`src/rtl/deadlock_report_ctrl.sv`:
```
// Confirms persistent deadlock-monitor block flags and reports each blocked monitor once, round-robin.
// Optional: define DEADLOCK_RPT_TIMESTAMP_EN to stamp each report with a free-running cycle count.
module deadlock_report_ctrl #(
    parameter int unsigned NUM_MON     = 4,
    parameter int unsigned INFO_W      = 9,
    parameter int unsigned HOLD_CYCLES = 16,
    parameter int unsigned IDX_W       = 2
) (
    input  logic                      clock,
    input  logic                      reset,
    input  logic                      enable,
    input  logic                      clear,
    input  logic [NUM_MON-1:0]        mon_block,
    input  logic [NUM_MON*INFO_W-1:0] mon_info,
    output logic                      rpt_valid,
    input  logic                      rpt_ready,
    output logic [IDX_W-1:0]          rpt_idx,
    output logic [INFO_W-1:0]         rpt_info,
    output logic [31:0]               rpt_cycles,
    output logic                      deadlock,
    output logic                      busy
);

    // 17 bits keeps the hold counter from wrapping for HOLD_CYCLES up to 2^16
    localparam int unsigned CNT_W = 17;
    localparam int unsigned SUM_W = IDX_W + 1;
    localparam logic [CNT_W-1:0] HOLD_C = CNT_W'(HOLD_CYCLES);

    typedef enum logic [2:0] {IDLE, WATCH, CONFIRM, REPORT, HALT} state_t;

    state_t             state, state_d;
    logic [IDX_W-1:0]   cand_idx, cand_idx_d;
    logic [IDX_W-1:0]   rr_ptr, rr_ptr_d;
    logic [IDX_W-1:0]   rpt_idx_d, scan_idx;
    logic [CNT_W-1:0]   cnt, cnt_d;
    logic [NUM_MON-1:0] reported, reported_d;
    logic [INFO_W-1:0]  rpt_info_d;
    logic               rpt_valid_d, deadlock_d, busy_d, scan_hit;
    logic [SUM_W-1:0]   pos, rr_inc;
    logic [INFO_W-1:0]  info_arr [NUM_MON];

    always_comb begin
        for (int i = 0; i < NUM_MON; i++) begin
            info_arr[i] = mon_info[i*INFO_W +: INFO_W];
        end
    end

    // Circular search from rr_ptr; iterating downward lets the nearest hit win.
    always_comb begin
        scan_hit = 1'b0;
        scan_idx = '0;
        pos      = '0;
        for (int k = NUM_MON - 1; k >= 0; k--) begin
            pos = {1'b0, rr_ptr} + SUM_W'(k);
            if (pos >= SUM_W'(NUM_MON)) begin
                pos = pos - SUM_W'(NUM_MON);
            end
            if (mon_block[pos[IDX_W-1:0]] && !reported[pos[IDX_W-1:0]]) begin
                scan_hit = 1'b1;
                scan_idx = pos[IDX_W-1:0];
            end
        end
    end

    always_comb begin
        rr_inc = {1'b0, rpt_idx} + SUM_W'(1);
        if (rr_inc >= SUM_W'(NUM_MON)) begin
            rr_inc = '0;
        end
    end

    // Next-state and next-output logic
    always_comb begin
        state_d     = state;
        cand_idx_d  = cand_idx;
        cnt_d       = cnt;
        reported_d  = reported;
        rr_ptr_d    = rr_ptr;
        rpt_valid_d = rpt_valid;
        rpt_idx_d   = rpt_idx;
        rpt_info_d  = rpt_info;
        deadlock_d  = deadlock;

        if (clear && state != HALT) begin
            reported_d = '0;
            deadlock_d = 1'b0;
        end

        case (state)
            IDLE: begin
                if (enable) state_d = WATCH;
            end
            WATCH: begin
                if (!enable) begin
                    state_d = IDLE;
                end else if (scan_hit) begin
                    cand_idx_d = scan_idx;
                    cnt_d      = CNT_W'(1);
                    state_d    = CONFIRM;
                end else if (reported_d != '0) begin
                    state_d = HALT;
                end
            end
            CONFIRM: begin
                if (!enable) begin
                    cnt_d   = '0;
                    state_d = IDLE;
                end else if (cnt >= HOLD_C) begin
                    rpt_valid_d = 1'b1;
                    rpt_idx_d   = cand_idx;
                    rpt_info_d  = info_arr[cand_idx];
                    state_d     = REPORT;
                end else if (!mon_block[cand_idx]) begin
                    cnt_d   = '0;
                    state_d = WATCH;
                end else begin
                    cnt_d = cnt + CNT_W'(1);
                end
            end
            REPORT: begin
                if (rpt_ready) begin
                    rpt_valid_d         = 1'b0;
                    reported_d[rpt_idx] = 1'b1;
                    deadlock_d          = 1'b1;
                    rr_ptr_d            = rr_inc[IDX_W-1:0];
                    cnt_d               = '0;
                    state_d             = enable ? WATCH : IDLE;
                end
            end
            HALT: begin
                if (clear) begin
                    reported_d = '0;
                    deadlock_d = 1'b0;
                    state_d    = IDLE;
                end
            end
            default: state_d = IDLE;
        endcase

        busy_d = (state_d == CONFIRM) || (state_d == REPORT) || (state_d == HALT);
    end

    always_ff @(posedge clock) begin
        if (reset) begin
            state     <= IDLE;
            cand_idx  <= '0;
            cnt       <= '0;
            reported  <= '0;
            rr_ptr    <= '0;
            rpt_valid <= 1'b0;
            rpt_idx   <= '0;
            rpt_info  <= '0;
            deadlock  <= 1'b0;
            busy      <= 1'b0;
        end else begin
            state     <= state_d;
            cand_idx  <= cand_idx_d;
            cnt       <= cnt_d;
            reported  <= reported_d;
            rr_ptr    <= rr_ptr_d;
            rpt_valid <= rpt_valid_d;
            rpt_idx   <= rpt_idx_d;
            rpt_info  <= rpt_info_d;
            deadlock  <= deadlock_d;
            busy      <= busy_d;
        end
    end

`ifdef DEADLOCK_RPT_TIMESTAMP_EN
    // Stamp taken on the cycle a report is confirmed (rising edge of rpt_valid)
    logic [31:0] cycle_cnt;

    always_ff @(posedge clock) begin
        if (reset) begin
            cycle_cnt  <= '0;
            rpt_cycles <= '0;
        end else begin
            cycle_cnt <= cycle_cnt + 32'd1;
            if (rpt_valid_d && !rpt_valid) begin
                rpt_cycles <= cycle_cnt;
            end
        end
    end
`else
    assign rpt_cycles = '0;
`endif

endmodule

```
`config.mk`:
```
export PLATFORM = sky130hd
export DESIGN_NAME = deadlock_report_ctrl
export DESIGN_NICKNAME = d
export VERILOG_FILES = /design/src/rtl/deadlock_report_ctrl.sv
export SDC_FILE = /design/constraint.sdc
export NUM_CORES = 1
export LEC_CHECK = 0
export CAP_MARGIN = 20
export CORE_MARGIN = 2
export CORE_UTILIZATION = 45
export CTS_CLUSTER_DIAMETER = 30
export DETAILED_ROUTE_END_ITERATION = 7
export PLACE_DENSITY = 0.88
export SLEW_MARGIN = 10
export SYNTH_ARGS = -nofsm -noshare
export SYNTH_HDL_FRONTEND = slang
export SYNTH_SLANG_ARGS = --single-unit
```
`constraint.sdc`:
```
create_clock -name clock -period 5.1 [get_ports clock]
set_input_delay 1.02 -clock clock [delete_from_list [all_inputs] [get_ports clock]]
set_output_delay 1.02 -clock clock [all_outputs]
set_load 0.005 [all_outputs]
```
==> results of run 1 <==
[area by class of cell]
class | instances | area, um^2
inverters | 6 | 22.52
clock inverters | 1 | 5.005
multi-input cells | 212 | 1430
clock buffers | 7 | 86.33
repair buffers | 58 | 580.6
flip-flops and latches | 42 | 840.8
well taps | 70 | 87.58
fillers | 493 | 2152
[report_power, final]
group | leakage, nW | total (mW) | switching [mW] | internal, mW
clock network | 0.0482 | 0.218 | 0.108 | 0.109
registers | 0.339 | 0.334 | 0.00444 | 0.330
logic | 0.774 | 0.0755 | 0.0308 | 0.0447
[path summary, 6_finish.rpt]
kind | slack, ns | start | end | cells after the start
worst min register to register | 0.46 | rpt_valid | rpt_valid | 2
worst max register to register | 2.83 | cand_idx[0] | cnt[13] | 4
worst max-delay path | 2.36 | enable | cnt[13] | 5
worst min-delay path | 0.46 | rpt_valid | rpt_valid | 2
[per-stage QoR]
step	hold WS (ns)	utilization, %	setup slack, ns	instance area, um^2	power [mW]
2_1_floorplan	0.4524	-	2.804	2587	0.3934
3_3_place_gp	0.4451	56.90	2.094	2962	0.4143
3_5_place_dp	0.4524	56.90	2.047	2962	0.4169
4_1_cts	0.4631	58.65	2.378	3053	0.6339
5_1_grt	0.5050	58.65	2.206	3053	0.6578
6_report	0.4607	58.65	2.360	3053	0.6274
[per-layer routing]
layer | track usage, % | vias up | routed length (um)
li1 | - | 1024 | -
met1 | 22.02 | 1012 | 2343
met2 | 32.07 | 73 | 2864
met3 | 3.218 | 5 | 318
met4 | 8.421 | 0 | 84
met5 | 0 | - | 0
[cells by family (layout without fill, tap and decap cells)]
kind of cell | Yosys count | in the layout | share of synthesized area (%)
mux | 19 | 19 | 12.76
fa+ha+maj | 6 | 6 | 3.038
simple gates | 100 | 100 | 22.33
buf+inv | 51 | 72 | 12.81
compound gates | 55 | 55 | 14.89
flops | 42 | 42 | 34.03
other cells | 1 | 32 | 0.1518
[critical path, delay by kind of cell]
family	cells	cell delay, ns
compound gates	2	1.05
simple gates	2	0.39
buf+inv	1	0.46
[sequential cells by signal, indices dropped and copies added (netlist names)]
signal     count
rpt_info       9
cnt           17
rpt_valid      1
reported       4
state          3
busy           1
rr_ptr         2
deadlock       1
cand_idx       2
rpt_idx        2
[cell usage in the layout, fill, tap and decap left out, types with 2 or more instances in the layout]
| cell type | count |
|---|---|
| a21oi_1 | 20 |
| a41oi_1 | 6 |
| dfxtp_1 | 42 |
| o21bai_1 | 2 |
| nor2_1 | 31 |
| o21ai_0 | 6 |
| mux4_2 | 10 |
| conb_1 | 32 |
| inv_1 | 6 |
| nand3b_1 | 2 |
| ha_1 | 6 |
| nor3_1 | 6 |
| clkbuf_8 | 6 |
| and2_1 | 2 |
| and3_1 | 5 |
| clkdlybuf4s50_1 | 58 |
| nand4_1 | 4 |
| a31oi_1 | 6 |
| o31ai_1 | 3 |
| nand3_1 | 7 |
| mux2i_1 | 9 |
| nand2_1 | 15 |
| nor2b_1 | 8 |
| nand2b_1 | 7 |
==> flow_summary_export.csv, run 1 <==
group,metric,value,unit
run_status,outcome,"finished clean",
cells_and_area,nets,376,
global_routing,grt_pass1_vias,1940,
global_routing,antenna_found_initial,0,
cts,cts_num_sinks,42,
synthesis,synth_area_leader_cell,"dfxtp_1",
cts,cts_tree,"built",
detailed_routing,wl,5.611,mm
synthesis,syn_area_per_cell,9.019,um^2
synthesis,synth_edf_count,0,
power_and_ir_drop,peakVddDrop,111.4,uV
global_routing,grt_max_degree,28,
sta,skew,0.006651,ns
synthesis,yosys-top-cells-area,"dfxtp_1, buf_4, mux4_2",
synthesis,synthTopCellsByCount,"dfxtp_1, buf_4, nor2_1",
detailed_routing,dr.pass1.iters,4,
sta,setup_violations,0,
cts,hold_buffers,0,
detailed_routing,antenna_left,0,
critical_path,cpPeakStageDelay,0.63,ns
synthesis,yosysWarningCount,0,
sta,worstMarginPinSlew,1.014,ns
critical_path,crit_path_start_kind,"input pin",
synthesis,ys_seq_area_share,34.03,%
sta,fmax,0.3650,GHz
floorplanning,core_area,0.005205,mm^2
cells_and_area,syn2layout_area_growth,23.54,%
critical_path,crit_slowest_cell,"a21boi_2",
synthesis,ys_ff_latch,42,
floorplanning,start_util,47.48,%
critical_path,timing.critical_path.arrival,2.92,ns
sta,grt_setup_unrepaired,"false",
cells_and_area,layout.cells.non_filler,396,
cts,clk_path_buf_depth,2,
global_routing,grt_pass1_wl,8.914,mm
detailed_routing,drtIter0Drc,120,
sta,max_slew_margin,32.22,%
cts,path_clk_slew,0.07,ns
cts,cts-buffers-inserted,5,
place,dp_hpwl,4.173,mm
synthesis,syn_area,0.002471,mm^2
place,place_inst,388,
critical_path,path_cells,"clkdlybuf4s50_1, and4bb_2, a21boi_2, a31o_2, nor2_1",
job,cap_violations,0,
floorplanning,ios,91,
detailed_routing,vias,2114,
critical_path,critPathKind,"in -> reg",
floorplanning,die_y,78.11,um
synthesis,async_flop_share,0,%
cts,h-tree-depth,2,
detailed_routing,drcViolationCount,0,
sta,fin_tns_setup,0,ns
synthesis,synth_top_area_share,34.03,%
global_routing,grt_overflow_total,0,
floorplanning,rows,26,
cells_and_area,drive_gt1_share,8.896,%
cts,insertion_delay,0.29,ns
place,io_buffers,58,
synthesis,syn_inst,274,
synthesis,synth.distinct_cells,50,
cts,clockRootBuffer,"clkbuf_8",
hold_path,hp-class,"reg -> reg",
global_routing,track_usage,18.38,%
detailed_routing,viasPerCell,5.338,
place,place.gp.congestion,0.8139,
sta,hold_viol,0,
sta,period_share,53.72,%
floorplanning,die-area,0.006100,mm^2
sta,layout_min_cycle_time,2.740,ns
cts,cts_setup_buffers,0,
sta,maxSlewViolCount,0,
power_and_ir_drop,leakagePower,1.161,nW
critical_path,cp-end-kind,"flop",
critical_path,crit_required,5.28,ns
critical_path,cp_max_fo,18,
floorplanning,die_x,78.11,um
power_and_ir_drop,power_density,205.5,mW/mm^2
detailed_routing,wl_per_cell,14.17,um
synthesis,synthFlopType,"dfxtp_1",
cells_and_area,diodes,0,
cts,cts.repair.resized,0,
synthesis,yosys.cell_count.top_type,"dfxtp_1",
Power figures use the tool's default switching activity.
==> run 2: changes to the inputs <==
==> constraint.sdc (replaced) <==
create_clock -name clock -period 2.8 [get_ports clock]
set_input_delay 0.56 -clock clock [delete_from_list [all_inputs] [get_ports clock]]
set_output_delay 0.56 -clock clock [all_outputs]
set_load 0.005 [all_outputs]
==> run 2 against run 1 <==
  * Sequential share of layout area is 0.29 points lower
  * Sequential power up 81%
  * Non-clock buffer count is 6 higher
  * Highest routed layer unchanged
  * Clock power is 67% higher
  * Largest power group unchanged
  * Setup slack worse by 1.8 ns
  * Critical endpoint is now cnt[15]
  * Total power is 78% higher
  * Register-to-register slack got worse by 1.9 ns
==> flow_summary_export.csv, run 2 (synthesized netlist as in run 1, its figures left out) <==
group,metric,value,unit
global_routing,grt_overflow_total,0,
cells_and_area,largest_reg_flops,17,
sta,fin_tns_setup,0,ns
power_and_ir_drop,leakagePower,1.187,nW
cts,cts_num_sinks,42,
floorplanning,ios,91,
hold_path,hp-start,"rpt_valid",
cells_and_area,final_common_cell,"clkdlybuf4s50_1",
detailed_routing,viasPerCell,5.389,
sta,fmax,0.4549,GHz
cts,path_clk_slew,0.07,ns
global_routing,grt_max_degree,26,
detailed_routing,vias,2161,
global_routing,grt_pass1_vias,2079,
critical_path,crit_path_start_kind,"input pin",
sta,grt_setup_unrepaired,"false",
detailed_routing,antenna_left,0,
cells_and_area,nets,382,
hold_path,min_to,"rpt_valid",
place,place.gp.congestion,0.8825,
sta,max_slew_margin,59.67,%
critical_path,cp-startpoint,"mon_block[0]",
cells_and_area,syn2layout_area_growth,24.86,%
floorplanning,die-area,0.006100,mm^2
critical_path,path_buf_inv,1,
critical_path,critical_path.top_delay_family,"simple AND/OR/NAND/NOR gates",
cts,h-tree-depth,2,
cts,cts_tree,"built",
detailed_routing,wl_per_cell,14.38,um
critical_path,cp_max_fo,7,
cells_and_area,drive_gt1_share,10.57,%
detailed_routing,dr.pass1.iters,5,
cts,cts-buffers-inserted,5,
critical_path,critPathKind,"in -> reg",
detailed_routing,wl,5.767,mm
power_and_ir_drop,power_density,361.1,mW/mm^2
place,io_buffers,58,
hold_path,hp-class,"reg -> reg",
job,cap_violations,0,
sta,maxSlewViolCount,0,
sta,period_share,78.50,%
floorplanning,core_area,0.005205,mm^2
power_and_ir_drop,peakVddDrop,211.8,uV
critical_path,r2r_cells,5,
global_routing,grt_pass1_wl,9.473,mm
floorplanning,start_util,47.48,%
floorplanning,die_y,78.11,um
place,dp_hpwl,4.392,mm
critical_path,cpPeakStageDelay,0.59,ns
critical_path,crit_slowest_cell,"or4b_4",
global_routing,track_usage,19.60,%
cts,cts.repair.resized,0,
cts,clockRootBuffer,"clkbuf_8",
critical_path,reg2reg_from,"cnt[9]",
run_status,outcome,"finished clean",
sta,layout_min_cycle_time,2.198,ns
cells_and_area,largest_register,"cnt",
sta,setup_violations,0,
critical_path,cp-end-kind,"flop",
detailed_routing,drcViolationCount,0,
cells_and_area,final_core_util,59.28,%
detailed_routing,drtIter0Drc,122,
cts,cts_setup_buffers,0,
sta,hold_viol,0,
cts,insertion_delay,0.29,ns
critical_path,timing.critical_path.arrival,2.43,ns
sta,skew,0.003474,ns
cells_and_area,layout_common_cells,"clkdlybuf4s50_1, dfxtp_1, conb_1",
cells_and_area,diodes,0,
critical_path,r2r-end,"cnt[4]",
global_routing,antenna_found_initial,0,
power_and_ir_drop,p_total,1.114,mW
cts,hold_buffers,0,
hold_path,min_path_cells,2,
cts,clk_path_buf_depth,2,
floorplanning,die_x,78.11,um
critical_path,crit_required,3.03,ns
floorplanning,rows,26,
critical_path,path_cells,"clkdlybuf4s50_1, nand2b_1, a41oi_1, o21bai_1, or4b_4, a21oi_2",
critical_path,r2r_slack,0.89,ns
sta,worstMarginPinSlew,0.6035,ns
cells_and_area,reg.largest.list,"cnt: 17 flops, rpt_info: 9 flops, reported: 4 flops",
-- run 2: layer usage --
metal | part of all wire, % | track usage (%) | vias up | wire length (um)
li1 | - | - | 1036 | -
met2 | 52 | 35.00 | 102 | 3005
met4 | 1.9 | 7.895 | 0 | 108
met5 | 0 | 0 | - | 0
met3 | 6.7 | 4.483 | 14 | 386
met1 | 39 | 22.59 | 1009 | 2267
-- run 2: worst register-to-register path, cell delays in order (launching register included) --
cell and delay, ns:
dfxtp_1 0.35, nor4_2 0.30, nand4_2 0.23, a21boi_2 0.43, a31o_2 0.39, nor2_1 0.09
-- run 2: final cells by class --
cell class                      count  area (um^2)
Inverter                            6        22.52
Timing Repair Buffer               64        625.6
Clock inverter                      2        10.01
Sequential cell                    42        840.8
Multi-Input combinational cell    212         1430
Clock buffer                        5        68.82
Fill cell                         467         2120
Tap cell                           70        87.58
-- run 2: stage by stage --
step / hold slack [ns] / setup slack (ns) / cell area, um^2 / cells
2_1_floorplan: 0.4524 / 0.9636 / 2587 / 305
3_5_place_dp: 0.4670 / 0.3193 / 3007 / 394
3_3_place_gp: 0.4455 / 0.3574 / 3007 / 394
6_report: 0.4746 / 0.6019 / 3085 / 401
4_1_cts: 0.4766 / 0.6283 / 3085 / 401
5_1_grt: 0.5062 / 0.4582 / 3085 / 401
-- run 2: worst max path at each step --
stage | depth (start not counted) | to
5_1_grt | 6 | cnt[15]
6_report | 6 | cnt[15]
4_1_cts | 6 | cnt[15]
3_5_place_dp | 6 | cnt[15]
3_3_place_gp | 6 | cnt[15]
2_1_floorplan | 7 | cnt[3]
-- run 2: power breakdown --
part | internal (mW) | switching (mW) | leakage (nW)
registers | 0.601 | 0.00530 | 0.339
logic | 0.0848 | 0.0607 | 0.804
clock network | 0.167 | 0.195 | 0.0438
total | 0.853 | 0.262 | 1.19
==> run 3: changes to the inputs <==
--- a/config.mk
+++ b/config.mk
@@ -7,10 +7,10 @@
 export LEC_CHECK = 0
 export CAP_MARGIN = 20
 export CORE_MARGIN = 2
-export CORE_UTILIZATION = 45
+export CORE_UTILIZATION = 40
 export CTS_CLUSTER_DIAMETER = 30
 export DETAILED_ROUTE_END_ITERATION = 7
-export PLACE_DENSITY = 0.88
+export PLACE_DENSITY = 0.83
 export SLEW_MARGIN = 10
 export SYNTH_ARGS = -nofsm -noshare
 export SYNTH_HDL_FRONTEND = slang
==> constraint.sdc (replaced) <==
create_clock -name clock -period 1.9 [get_ports clock]
set_input_delay 0.38 -clock clock [delete_from_list [all_inputs] [get_ports clock]]
set_output_delay 0.38 -clock clock [all_outputs]
set_load 0.005 [all_outputs]
==> run 3 against run 2 <==
  * Critical path depth shrank 1
  * First-iteration DRC count shrank 1.6%
  * Flip-flop and latch count is the same
  * Sequential share of layout area shrank 1.6 points
  * Cell count grew 7.0%
  * Combinational power grew 63%
  * Critical path type unchanged
  * Highest routed layer unchanged
==> flow_summary_export.csv, run 3 (synthesized netlist as in run 1, its figures left out) <==
group,metric,value,unit
cells_and_area,n_fill_cell,542,
cts,cts_num_sinks,42,
job,cap_violations,0,
floorplanning,start_util,41.49,%
detailed_routing,dr.pass1.iters,4,
power_and_ir_drop,leakagePower,1.297,nW
detailed_routing,wl_per_cell,13.89,um
hold_path,min_path_cells,2,
place,place.gp.congestion,0.8785,
cells_and_area,syn2layout_area_growth,32.41,%
run_status,outcome,"finished clean",
detailed_routing,antenna_left,0,
sta,setup_violations,0,
cts,h-tree-depth,2,
cells_and_area,reg.largest.list,"cnt: 17 flops, rpt_info: 9 flops, reported: 4 flops",
global_routing,grt_pass1_wl,9.404,mm
sta,layout_min_cycle_time,1.842,ns
critical_path,crit_required,2.08,ns
cells_and_area,drive_gt1_share,16.67,%
hold_path,hp-class,"reg -> reg",
power_and_ir_drop,p_total,1.667,mW
place,dp_hpwl,4.652,mm
place,place_inst,422,
detailed_routing,viasPerCell,5.112,
floorplanning,die_y,82.60,um
cells_and_area,multiInputGateArea,0.001438,mm^2
power_and_ir_drop,power_density,509.6,mW/mm^2
critical_path,cp_max_fo,12,
power_and_ir_drop,peakVddDrop,284.0,uV
critical_path,critPathKind,"in -> reg",
place,io_buffers,58,
detailed_routing,wl,5.960,mm
place,post-place-ws,-0.2559,ns
sta,fmax,0.5430,GHz
cts,cts_tree,"built",
sta,whs,0.4598,ns
critical_path,r2r_cells,6,
critical_path,timing.critical_path.arrival,2.02,ns
power_and_ir_drop,comb_power_share,14.2,%
global_routing,grt_overflow_total,0,
cells_and_area,nets,405,
cells_and_area,largest_register,"cnt",
sta,fin_tns_setup,0,ns
critical_path,crit_path_start_kind,"input pin",
cts,hold_buffers,0,
detailed_routing,drtIter0Drc,120,
power_and_ir_drop,pwr-share-seq,53.6,%
detailed_routing,drcViolationCount,0,
global_routing,antenna_found_initial,0,
cts,cts.repair.resized,0,
power_and_ir_drop,netSwitchingPower,393.8,uW
place,placed_area,0.003186,mm^2
power_and_ir_drop,p_sw_share,23.62,%
sta,maxSlewViolCount,0,
cells_and_area,largest_reg_flops,17,
cts,cts_setup_buffers,0,
floorplanning,core_area,0.005956,mm^2
cells_and_area,final_core_util,54.94,%
cts,cts-buffers-inserted,5,
cells_and_area,fin_area,0.003272,mm^2
cells_and_area,final_common_cell,"clkdlybuf4s50_1",
cells_and_area,layout.cells.non_filler,429,
power_and_ir_drop,p_int,1.274,mW
floorplanning,die_x,82.60,um
cells_and_area,ff_latch_area,840.8,um^2
sta,grt_setup_unrepaired,"false",
global_routing,grt_max_degree,14,
global_routing,track_usage,18.02,%
global_routing,grt_pass1_vias,2014,
sta,hold_viol,0,
cts,clk_path_buf_depth,2,
floorplanning,rows,28,
power_and_ir_drop,pwr-share-clk,32.2,%
sta,skew,0.006287,ns
critical_path,cp-end-kind,"flop",
floorplanning,ios,91,
cells_and_area,diodes,0,
critical_path,r2r_slack,0.08,ns
cts,insertion_delay,0.29,ns
floorplanning,die-area,0.006823,mm^2
cts,path_clk_slew,0.07,ns
detailed_routing,vias,2193,
cts,clockRootBuffer,"clkbuf_8",
sta,period_share,96.92,%
cells_and_area,layout_common_cells,"clkdlybuf4s50_1, dfxtp_1, conb_1",
sta,finalWorstSetupSlack,0.05845,ns
[run 3: final cells by class]
cell class / instances / area share (%)
Clock buffer: 5 / 2.103
Clock inverter: 2 / 0.3059
Sequential cell: 42 / 25.70
Inverter: 6 / 0.6883
Multi-Input combinational cell: 212 / 43.94
Timing Repair Buffer: 87 / 24.40
Tap cell: 75 / 2.868
[run 3: final timing paths]
check / from / to
worst max-delay path: mon_block[1] / cnt[9]
worst min-delay path: rpt_valid / rpt_valid
worst max register to register: cnt[4] / cnt[12]
worst min register to register: rpt_valid / rpt_valid
[run 3: layer usage]
metal | GRT usage [%] | up-vias | routed length [um]
met1 | 22.54 | 1023 | 2459
li1 | - | 1083 | -
met3 | 4.022 | 9 | 361
met5 | 0 | - | 0
met4 | 7.213 | 0 | 108
met2 | 30.08 | 78 | 3031
[run 3: critical path, stage by stage]
cell and delay [ns]:
clkdlybuf4s50_1 0.46, mux4_2 0.50, nand2_1 0.21, a31o_2 0.38, nor2_1 0.09
[run 3: power by group through the flow]
stage                     logic [mW]  clock network, mW  registers [mW]
final                          0.237              0.537           0.893
after global routing           0.260              0.593           0.894
after CTS                      0.234              0.557           0.893
after detailed placement       0.233                  0           0.914
after global placement         0.226                  0           0.913
after floorplan                0.147                  0           0.909
